**src/rtl/df_dbg_pkg.sv**
```systemverilog
// df_dbg_pkg: shared FSM encodings and helpers for the dataflow deadlock detector.
package df_dbg_pkg;

    localparam logic [1:0] ST_IDLE     = 2'd0;
    localparam logic [1:0] ST_MONITOR  = 2'd1;
    localparam logic [1:0] ST_DEADLOCK = 2'd2;

    typedef enum logic [1:0] {
        IDLE     = ST_IDLE,
        MONITOR  = ST_MONITOR,
        DEADLOCK = ST_DEADLOCK
    } dl_state_t;

    function automatic logic [31:0] sat_inc(input logic [31:0] v, input logic [31:0] max_v);
        return (v == max_v) ? v : v + 32'd1;
    endfunction

endpackage

```
**src/rtl/df_proc_tracker.sv**
```systemverilog
// df_proc_tracker: per-process active flag (done beats start) and raw stall qualification.
module df_proc_tracker (
    input  logic ap_clk,
    input  logic ap_rst_n,
    input  logic start,
    input  logic done,
    input  logic in_stall,
    input  logic out_stall,
    input  logic hold,
    input  logic clr,
    output logic active,
    output logic blocked
);

    logic active_q, active_d;

    always_comb begin
        active_d = clr ? 1'b0 : hold ? active_q : done ? 1'b0 : start ? 1'b1 : active_q;
    end

    always_ff @(posedge ap_clk or negedge ap_rst_n) begin
        if (!ap_rst_n) active_q <= 1'b0;
        else           active_q <= active_d;
    end

    assign active  = active_q;
    assign blocked = in_stall | out_stall;

endmodule

```
**src/rtl/df_deadlock_detector.sv**
```systemverilog
// df_deadlock_detector: flags a sticky deadlock once every active process stays blocked with no channel traffic for THRESH cycles.
// Optional per-process stall profiling counters with DF_DEADLOCK_STALL_PROFILE_EN.
module df_deadlock_detector
    import df_dbg_pkg::*;
#(
    parameter int NUM_PROC = 3,
    parameter int NUM_CHAN = 3,
    parameter int THRESH   = 1000,
    parameter int CNT_W    = 16
) (
    input  logic                  ap_clk,
    input  logic                  ap_rst_n,
    input  logic [NUM_PROC-1:0]   proc_start,
    input  logic [NUM_PROC-1:0]   proc_done,
    input  logic [NUM_PROC-1:0]   proc_in_stall,
    input  logic [NUM_PROC-1:0]   proc_out_stall,
    input  logic [NUM_CHAN-1:0]   chan_rd_en,
    input  logic [NUM_CHAN-1:0]   chan_wr_en,
    input  logic [NUM_CHAN-1:0]   chan_rd_block,
    input  logic [NUM_CHAN-1:0]   chan_wr_block,
    input  logic                  clear,
`ifdef DF_DEADLOCK_STALL_PROFILE_EN
    output logic [NUM_PROC*CNT_W-1:0] stall_prof,
`endif
    output logic                  find_df_deadlock,
    output logic [NUM_PROC-1:0]   dl_proc_mask,
    output logic [NUM_CHAN-1:0]   dl_chan_mask,
    output logic [CNT_W-1:0]      blocked_cnt,
    output logic [1:0]            state
);

    localparam logic [31:0]      CNT_MAX = 32'((64'd1 << CNT_W) - 64'd1);
    localparam logic [CNT_W-1:0] DET_AT  = CNT_W'(THRESH - 1);

    dl_state_t            state_q, state_d;
    logic [CNT_W-1:0]     cnt_q, cnt_d;
    logic                 flag_q, flag_d;
    logic [NUM_PROC-1:0]  pmask_q, pmask_d;
    logic [NUM_CHAN-1:0]  cmask_q, cmask_d;
    logic [NUM_PROC-1:0]  active, blocked;
    logic                 all_blocked, progress, counting;

    for (genvar g = 0; g < NUM_PROC; g++) begin : g_trk
        df_proc_tracker u_trk (
            .ap_clk    (ap_clk),
            .ap_rst_n  (ap_rst_n),
            .start     (proc_start[g]),
            .done      (proc_done[g]),
            .in_stall  (proc_in_stall[g]),
            .out_stall (proc_out_stall[g]),
            .hold      (state_q == DEADLOCK),
            .clr       (clear),
            .active    (active[g]),
            .blocked   (blocked[g])
        );
    end

    assign all_blocked = (|active) && ((active & ~blocked) == '0);
    assign progress    = (|chan_rd_en) || (|chan_wr_en);
    assign counting    = all_blocked && !progress;

    always_comb begin
        state_d = state_q;
        cnt_d   = cnt_q;
        flag_d  = flag_q;
        pmask_d = pmask_q;
        cmask_d = cmask_q;
        if (clear) begin
            state_d = IDLE;
            cnt_d   = '0;
            flag_d  = 1'b0;
            pmask_d = '0;
            cmask_d = '0;
        end else begin
            case (state_q)
                IDLE: begin
                    cnt_d   = '0;
                    state_d = (|active) ? MONITOR : IDLE;
                end
                MONITOR: begin
                    if (!(|active)) begin
                        state_d = IDLE;
                        cnt_d   = '0;
                    end else if (counting) begin
                        cnt_d = CNT_W'(sat_inc(32'(cnt_q), CNT_MAX));
                        // Detection uses the pre-increment count so the flag lands exactly THRESH cycles after onset.
                        if (cnt_q == DET_AT) begin
                            state_d = DEADLOCK;
                            flag_d  = 1'b1;
                            pmask_d = active & blocked;
                            cmask_d = chan_rd_block | chan_wr_block;
                        end
                    end else begin
                        cnt_d = '0;
                    end
                end
                DEADLOCK: state_d = DEADLOCK;
                default:  state_d = IDLE;
            endcase
        end
    end

    always_ff @(posedge ap_clk or negedge ap_rst_n) begin
        if (!ap_rst_n) begin
            state_q <= IDLE;
            cnt_q   <= '0;
            flag_q  <= 1'b0;
            pmask_q <= '0;
            cmask_q <= '0;
        end else begin
            state_q <= state_d;
            cnt_q   <= cnt_d;
            flag_q  <= flag_d;
            pmask_q <= pmask_d;
            cmask_q <= cmask_d;
        end
    end

    assign find_df_deadlock = flag_q;
    assign dl_proc_mask     = pmask_q;
    assign dl_chan_mask     = cmask_q;
    assign blocked_cnt      = cnt_q;
    assign state            = state_q;

`ifdef DF_DEADLOCK_STALL_PROFILE_EN
    logic [NUM_PROC-1:0][CNT_W-1:0] prof_q, prof_d;

    always_comb begin
        for (int i = 0; i < NUM_PROC; i++) begin
            prof_d[i] = clear ? '0
                      : (active[i] && blocked[i] && state_q != DEADLOCK) ? CNT_W'(sat_inc(32'(prof_q[i]), CNT_MAX))
                      : prof_q[i];
        end
    end

    always_ff @(posedge ap_clk or negedge ap_rst_n) begin
        if (!ap_rst_n) prof_q <= '0;
        else           prof_q <= prof_d;
    end

    assign stall_prof = prof_q;
`endif

endmodule

```
**config.mk**
```make
export PLATFORM = sky130hd
export DESIGN_NAME = df_deadlock_detector
export DESIGN_NICKNAME = d
export VERILOG_FILES = /design/src/rtl/df_dbg_pkg.sv /design/src/rtl/df_proc_tracker.sv /design/src/rtl/df_deadlock_detector.sv
export SDC_FILE = /design/constraint.sdc
export NUM_CORES = 1
export LEC_CHECK = 0
export BUFFER_PORTS_ARGS = -buffer_cell sky130_fd_sc_hd__buf_2
export CAP_MARGIN = 20
export CORE_MARGIN = 4
export CORE_UTILIZATION = 30
export DETAILED_ROUTE_END_ITERATION = 12
export MAX_ROUTING_LAYER = met4
export SYNTH_ARGS = -nofsm -noshare
export SYNTH_HDL_FRONTEND = slang
export SYNTH_HIERARCHICAL = 1
export SYNTH_SLANG_ARGS = --single-unit
```
**constraint.sdc**
```tcl
create_clock -name ap_clk -period 2.45 [get_ports ap_clk]
set_input_delay 0.49 -clock ap_clk [delete_from_list [all_inputs] [get_ports ap_clk]]
set_output_delay 0.49 -clock ap_clk [all_outputs]
set_load 0.01 [all_outputs]
```
Word-level counts from Yosys, hierarchy flattened
Cells that the tools add are included.
{"block": "op_classes", "mux": 38, "eq_ne": 8, "n_bitwise": 7, "reduce_logical": 23, "n_addsub": 1}
{"operator": "2-to-1 mux 16 bit", "count": 4}
{"operator": "one-hot mux 16 bit (2 select lines)", "count": 1}
{"operator": "2-to-1 mux 3 bit", "count": 10}
{"operator": "2-to-1 mux 1 bit", "count": 18}
{"operator": "adder 16 x 1 -> 16 bit (second input constant)", "count": 1}
{"operator": "== test 16 x 10 -> 1 bit (second input constant)", "count": 1}
{"operator": "== test 16 bit (second input constant)", "count": 1}
{"operator": "nonzero test 3 bit", "count": 4}
{"operator": "AND reduction 2 bit", "count": 5}
{"operator": "OR reduction 3 bit", "count": 3}
{"operator": "2-to-1 mux 2 bit", "count": 4}
{"operator": "inequality test 4 bit (second input constant)", "count": 2}
{"operator": "nonzero test 2 bit", "count": 4}
{"operator": "bitwise AND 3 bit", "count": 2}
{"operator": "one-hot mux 2 bit (3 select lines)", "count": 1}
{"operator": "inequality test 5 bit (second input constant)", "count": 1}
{"operator": "AND reduction 4 bit", "count": 1}
{"operator": "zero test 3 bit", "count": 1}
{"operator": "inverter 3 bit", "count": 1}
{"operator": "bitwise OR 1 bit", "count": 3}
{"operator": "bitwise OR 3 bit", "count": 1}
{"operator": "== test 2 x 1 -> 1 bit (second input constant)", "count": 1}
{"operator": "== test 2 bit (second input constant)", "count": 1}
{"operator": "logical AND 1 bit", "count": 2}
{"operator": "4 further kinds", "count": 4}
{"block": "word_totals", "wordCells": 85, "out_inout_bits": 25, "reg_bits": 28, "input_bits": 27}

Logic depth before layout (Yosys ltp)
{"block": "depth", "depth_word": 10, "depth_mapped": 8, "ltp_nobuf": 6}

Modules after synthesis
The synthesis kept the hierarchy.
{"module": "df_deadlock_detector", "area_each_um2": 1497.7, "instances": 1, "cells_per_inst": 164}
{"module": "df_proc_tracker", "area_each_um2": 60.1, "instances": 3, "cells_per_inst": 6}

Least setup slack after synthesis
OpenSTA, ideal clock, no wires.
{"block": "synth_path", "path_kind": "input port to flip-flop", "from": "input proc_out_stall[2]", "to": "register cnt_q[2] (netlist: blocked_cnt[2])", "t_required_ns": 2.313, "t_arrival_ns": 1.861, "stages": 6, "path_slack_ns": 0.451, "cell_sequence": "or2_2 o221ai_1 nor3_1 a21oi_2 buf_6 a31oi_2"}
{"block": "synth_between", "elab_chain_len": 10}
{"item": "from (decl)", "line": "df_deadlock_detector.sv:16", "rtl": "input logic [NUM_PROC-1:0] proc_out_stall,"}
{"item": "bitwise OR 1 bit *", "line": "df_proc_tracker.sv:27", "rtl": "assign blocked = in_stall | out_stall;"}
{"item": "inverter 3 bit *", "line": "df_deadlock_detector.sv:58", "rtl": "assign all_blocked = (|active) && ((active & ~blocked) == '0);"}
{"item": "bitwise AND 3 bit *", "line": "df_deadlock_detector.sv:58"}
{"item": "zero test 3 bit *", "line": "df_deadlock_detector.sv:58"}
{"item": "logical AND 1 bit *", "line": "df_deadlock_detector.sv:58"}
{"item": "logical AND 1 bit *", "line": "df_deadlock_detector.sv:60", "rtl": "assign counting = all_blocked && !progress;"}
{"item": "2-to-1 mux 16 bit", "line": "df_deadlock_detector.sv:84", "rtl": "end else if (counting) begin"}
{"item": "2-to-1 mux 16 bit", "line": "df_deadlock_detector.sv:81", "rtl": "if (!(|active)) begin"}
{"item": "one-hot mux 16 bit (2 select lines)", "line": "df_deadlock_detector.sv:75", "rtl": "case (state_q)"}
{"item": "2-to-1 mux 16 bit", "line": "df_deadlock_detector.sv:68", "rtl": "if (clear) begin"}
{"item": "to (signal assigned)", "line": "df_deadlock_detector.sv:112", "rtl": "cnt_q <= cnt_d;"}
{"item": "to (decl)", "line": "df_deadlock_detector.sv:36", "rtl": "logic [CNT_W-1:0] cnt_q, cnt_d;"}
Mark *: on every way between the ends. The rest lies on a longest branch, timed or not.
A chain may end at the register's enable or synchronous reset.

Worst setup path after layout
{"block": "layout_path", "from": "register cnt_q[10] (netlist: blocked_cnt[10])", "to": "register pmask_q[1] (netlist: dl_proc_mask[1])"}
{"block": "layout_between", "elab_chain_len": 3}
{"item": "== test 16 x 10 -> 1 bit", "line": "df_deadlock_detector.sv:87", "rtl": "if (cnt_q == DET_AT) begin"}
{"item": "nonzero test 2 bit (no source line)"}
{"item": "AND reduction 4 bit (no source line)"}
{"item": "to (signal assigned)", "line": "df_deadlock_detector.sv:114", "rtl": "pmask_q <= pmask_d;"}
{"item": "to (decl)", "line": "df_deadlock_detector.sv:38", "rtl": "logic [NUM_PROC-1:0] pmask_q, pmask_d;"}
No other way between the ends.

==> metrics.txt <==
number of instances in the placed design just over 300; worst r2r path cells 4; Horiz. Die Dim 82.8 um; post-route core utilization 0.392; type of the tightest min-delay check input pin to async pin; diode insertion count for antenna repair 0; I/O pins 52; total clock buffers created by CTS 3; HPWL after detailed placement ~3.3 mm; arrival time worst endpoint between 2000 and 2500 ps; wire length after detailed routing ~4.3 mm; register clock-pin slew on the reported worst setup and hold paths 90 ps; post-CTS setup-driven buffer insertion count 0; grt total ovfl 0; buffer depth of the longest clock path 2; maxcap violations 0; final hold violation count 0; Final Skew ~1.3 ps; yosys synthesis warning count 6; cell type with the largest total area after synthesis dfrtp_1; prevailing post-synth register cell dfrtp_1; area of placed instances ~2000 um^2; via count between 1,500 and 2,000; mean cell area of the mapped netlist 9.22 um^2; Storage cell area between 700 and 800 um^2; critical path's largest stage delay between 500 and 600 ps; worst path bufs/invs 0; number of flops mapped to enable cells by yosys 0; # setup viols final 0; post-synthesis instance area around 1700 um^2; crit-path leading delay family simple AND/OR/NAND/NOR gates; Die Area 6850 um^2; number of stages on the worst setup path 4; syn nets 210; critical-path maximum fanout 8; Residual DRC 0; Rel. slew slack 0.580; worst-path cell chain or4_1 -> nor3_2 -> nand2_1 -> mux2i_1; level count of the clock H-tree 1; Port Buffers between 50 and 60; Non-Filler Cell Area, Final between 2000 and 2500 um^2; most common library cells after synthesis 28 x dfrtp_1, 17 x inv_1, 12 x nor2_1, 11 x nand2_1, 11 x nand2b_1; layout net count ~270; number of sinks driven by the clock tree 28; clock tree from TritonCTS done; setup repair after global routing missed its margin false; fraction of layout cells with a size suffix above 1 0.323; antenna violation net count after detailed routing 0; clock latency at the later pin of the worst-skew pair about 270 ps; number of fill cells in the layout roughly 580; first-pass GRT wire length approximately 7.2 mm; first drt pass iteration count 4; endpoint required time on the critical path approximately 2600 ps; dominant cell by count in the synthesized netlist dfrtp_1; Slew Limit Fails 0; pin count of the biggest net entering global routing 29; post-route fraction of the period consumed by the critical path 0.795; Leak between 0.8 and 0.9 nW; power density over cell area roughly 380 nW/um^2; Initial Utilization 0.318; number of antenna violations at the first check in global routing 0; root buffer selected by CTS clkbuf_8; wire length per cell 14.0 um; share of the synthesized area in the top cell type 0.418; setup slack on the worst flop-to-flop path 500 ps; violation count after the first detailed-route iteration 90; total of flip-flops plus latches after synthesis 28; maximum achievable frequency slightly above 0.5 GHz; GR Util All Layers 0.138; actual transition at the worst max-transition pin 630 ps; result of the run completed; proportion of register bits with asynchronous set or reset after synthesis 1.00; DIE HEIGHT 82.8 um; Crit Path Category flip-flop to flip-flop; sequential fraction of the synthesis area 0.418; Worst Hold Slack about 230 ps; Rows 26; leading post-synthesis cells by cell area dfrtp_1 42%, nand2b_1 4.1%, inv_1 3.8%; Hold Buf Count CTS 0; placeable core region 5270 um^2; kind of end point of the critical path flip-flop; critical path startpoint category flip-flop; RePlAce Congestion roughly 0.75; post-cts repair resize count 0; post-route insts no fill between 300 and 400; final total negative setup slack 0 ps; standard cell with the maximum stage delay on the critical path or4_1; largest voltage drop on the vdd net between 150 and 200 uV; number of global-route vias before repair 1,514; footprint of the multi-input gates 882 um^2; Distinct cells, synth 46; layout overhead on the synthesized area 23.3%; minimum clock period 1950 ps; mean number of vias per cell approximately 5.0; Gate Count Post-Synth 182
==> flip-flops by register name, indices dropped and copies added, names as in the netlist <==
name	count
state	2
find_df_deadlock	1
dl_proc_mask	3
g_trk.u_trk/active	3
blocked_cnt	16
dl_chan_mask	3
==> stage by stage <==
stage / power [mW] / setup slack [ps]
6_report: 0.779 / 501
3_5_place_dp: 0.540 / 254
3_3_place_gp: 0.539 / 289
2_1_floorplan: 0.501 / 451
4_1_cts: 0.791 / 461
5_1_grt: 0.813 / 298
==> layer usage <==
layer	up-vias	GRT usage	part of all wire
met5	-	-	0
met4	0	0.0245	0.0089
met3	2	0.0270	0.034
met2	25	0.209	0.45
met1	721	0.192	0.50
li1	784	-	-
==> area by class of cell <==
class                      count  share of cell area
tap                           70              0.0423
sequential                    28               0.339
multi-input combinational    131               0.426
inverter                      17              0.0309
clock buffer                   3              0.0200
timing repair buffer          56               0.142
==> worst paths after layout <==
| kind | startpoint | to |
|---|---|---|
| max | blocked_cnt[10]$_DFFE_PN0P_ | dl_proc_mask[1]$_DFFE_PN0P_ |
| min | ap_rst_n | g_trk[0].u_trk/active$_DFFE_PN0P_ |
| max reg2reg | blocked_cnt[10]$_DFFE_PN0P_ | dl_proc_mask[1]$_DFFE_PN0P_ |
| min reg2reg | find_df_deadlock$_DFFE_PN0P_ | find_df_deadlock$_DFFE_PN0P_ |
| max in group asynchronous | ap_rst_n | blocked_cnt[1]$_DFFE_PN0P_ |
| min in group ap_clk | proc_done[2] | g_trk[2].u_trk/active$_DFFE_PN0P_ |
==> cell usage in the layout (no fill, tap or decap), drive strengths merged, types with 2 or more instances in the layout <==
master,count
a31oi,8
nand3,8
a21oi,10
nand2b,11
buf,56
nand2,11
a221oi,3
mux2i,4
nand3b,3
nor2,12
a311oi,3
or3,2
and4,2
inv,17
or2,4
nand4,4
o21ai,10
o221ai,3
nor4,4
dfrtp,28
or4,2
o211ai,3
clkbuf,3
nor3,12
==> worst reg2reg max path, delay by kind of cell, from the launching register on <==
family	cells	cell delay, ps
DFF	1	470
and+or+nand+nor	3	1210
muxes	1	170
==> logic make-up (layout without fill, tap and decap cells) <==
kind of cell               Yosys count  after routing  synth area share
and+or+nand+nor                     79             79             0.286
muxes                                4              4            0.0239
buffers and inverters               23             76            0.0567
DFF                                 28             28             0.418
AOI/OAI and AO/OA                   46             46             0.203
xor gates and xnor gates             1              1           0.00522
adders and majority gates            1              1           0.00746
==> power breakdown <==
group / internal [mW] / total (mW) / switching, mW
Combinational: 0.0275 / 0.0604 / 0.0329
Sequential: 0.465 / 0.469 / 0.00390
Clock: 0.110 / 0.249 / 0.139
Power figures use the tool's default switching activity.
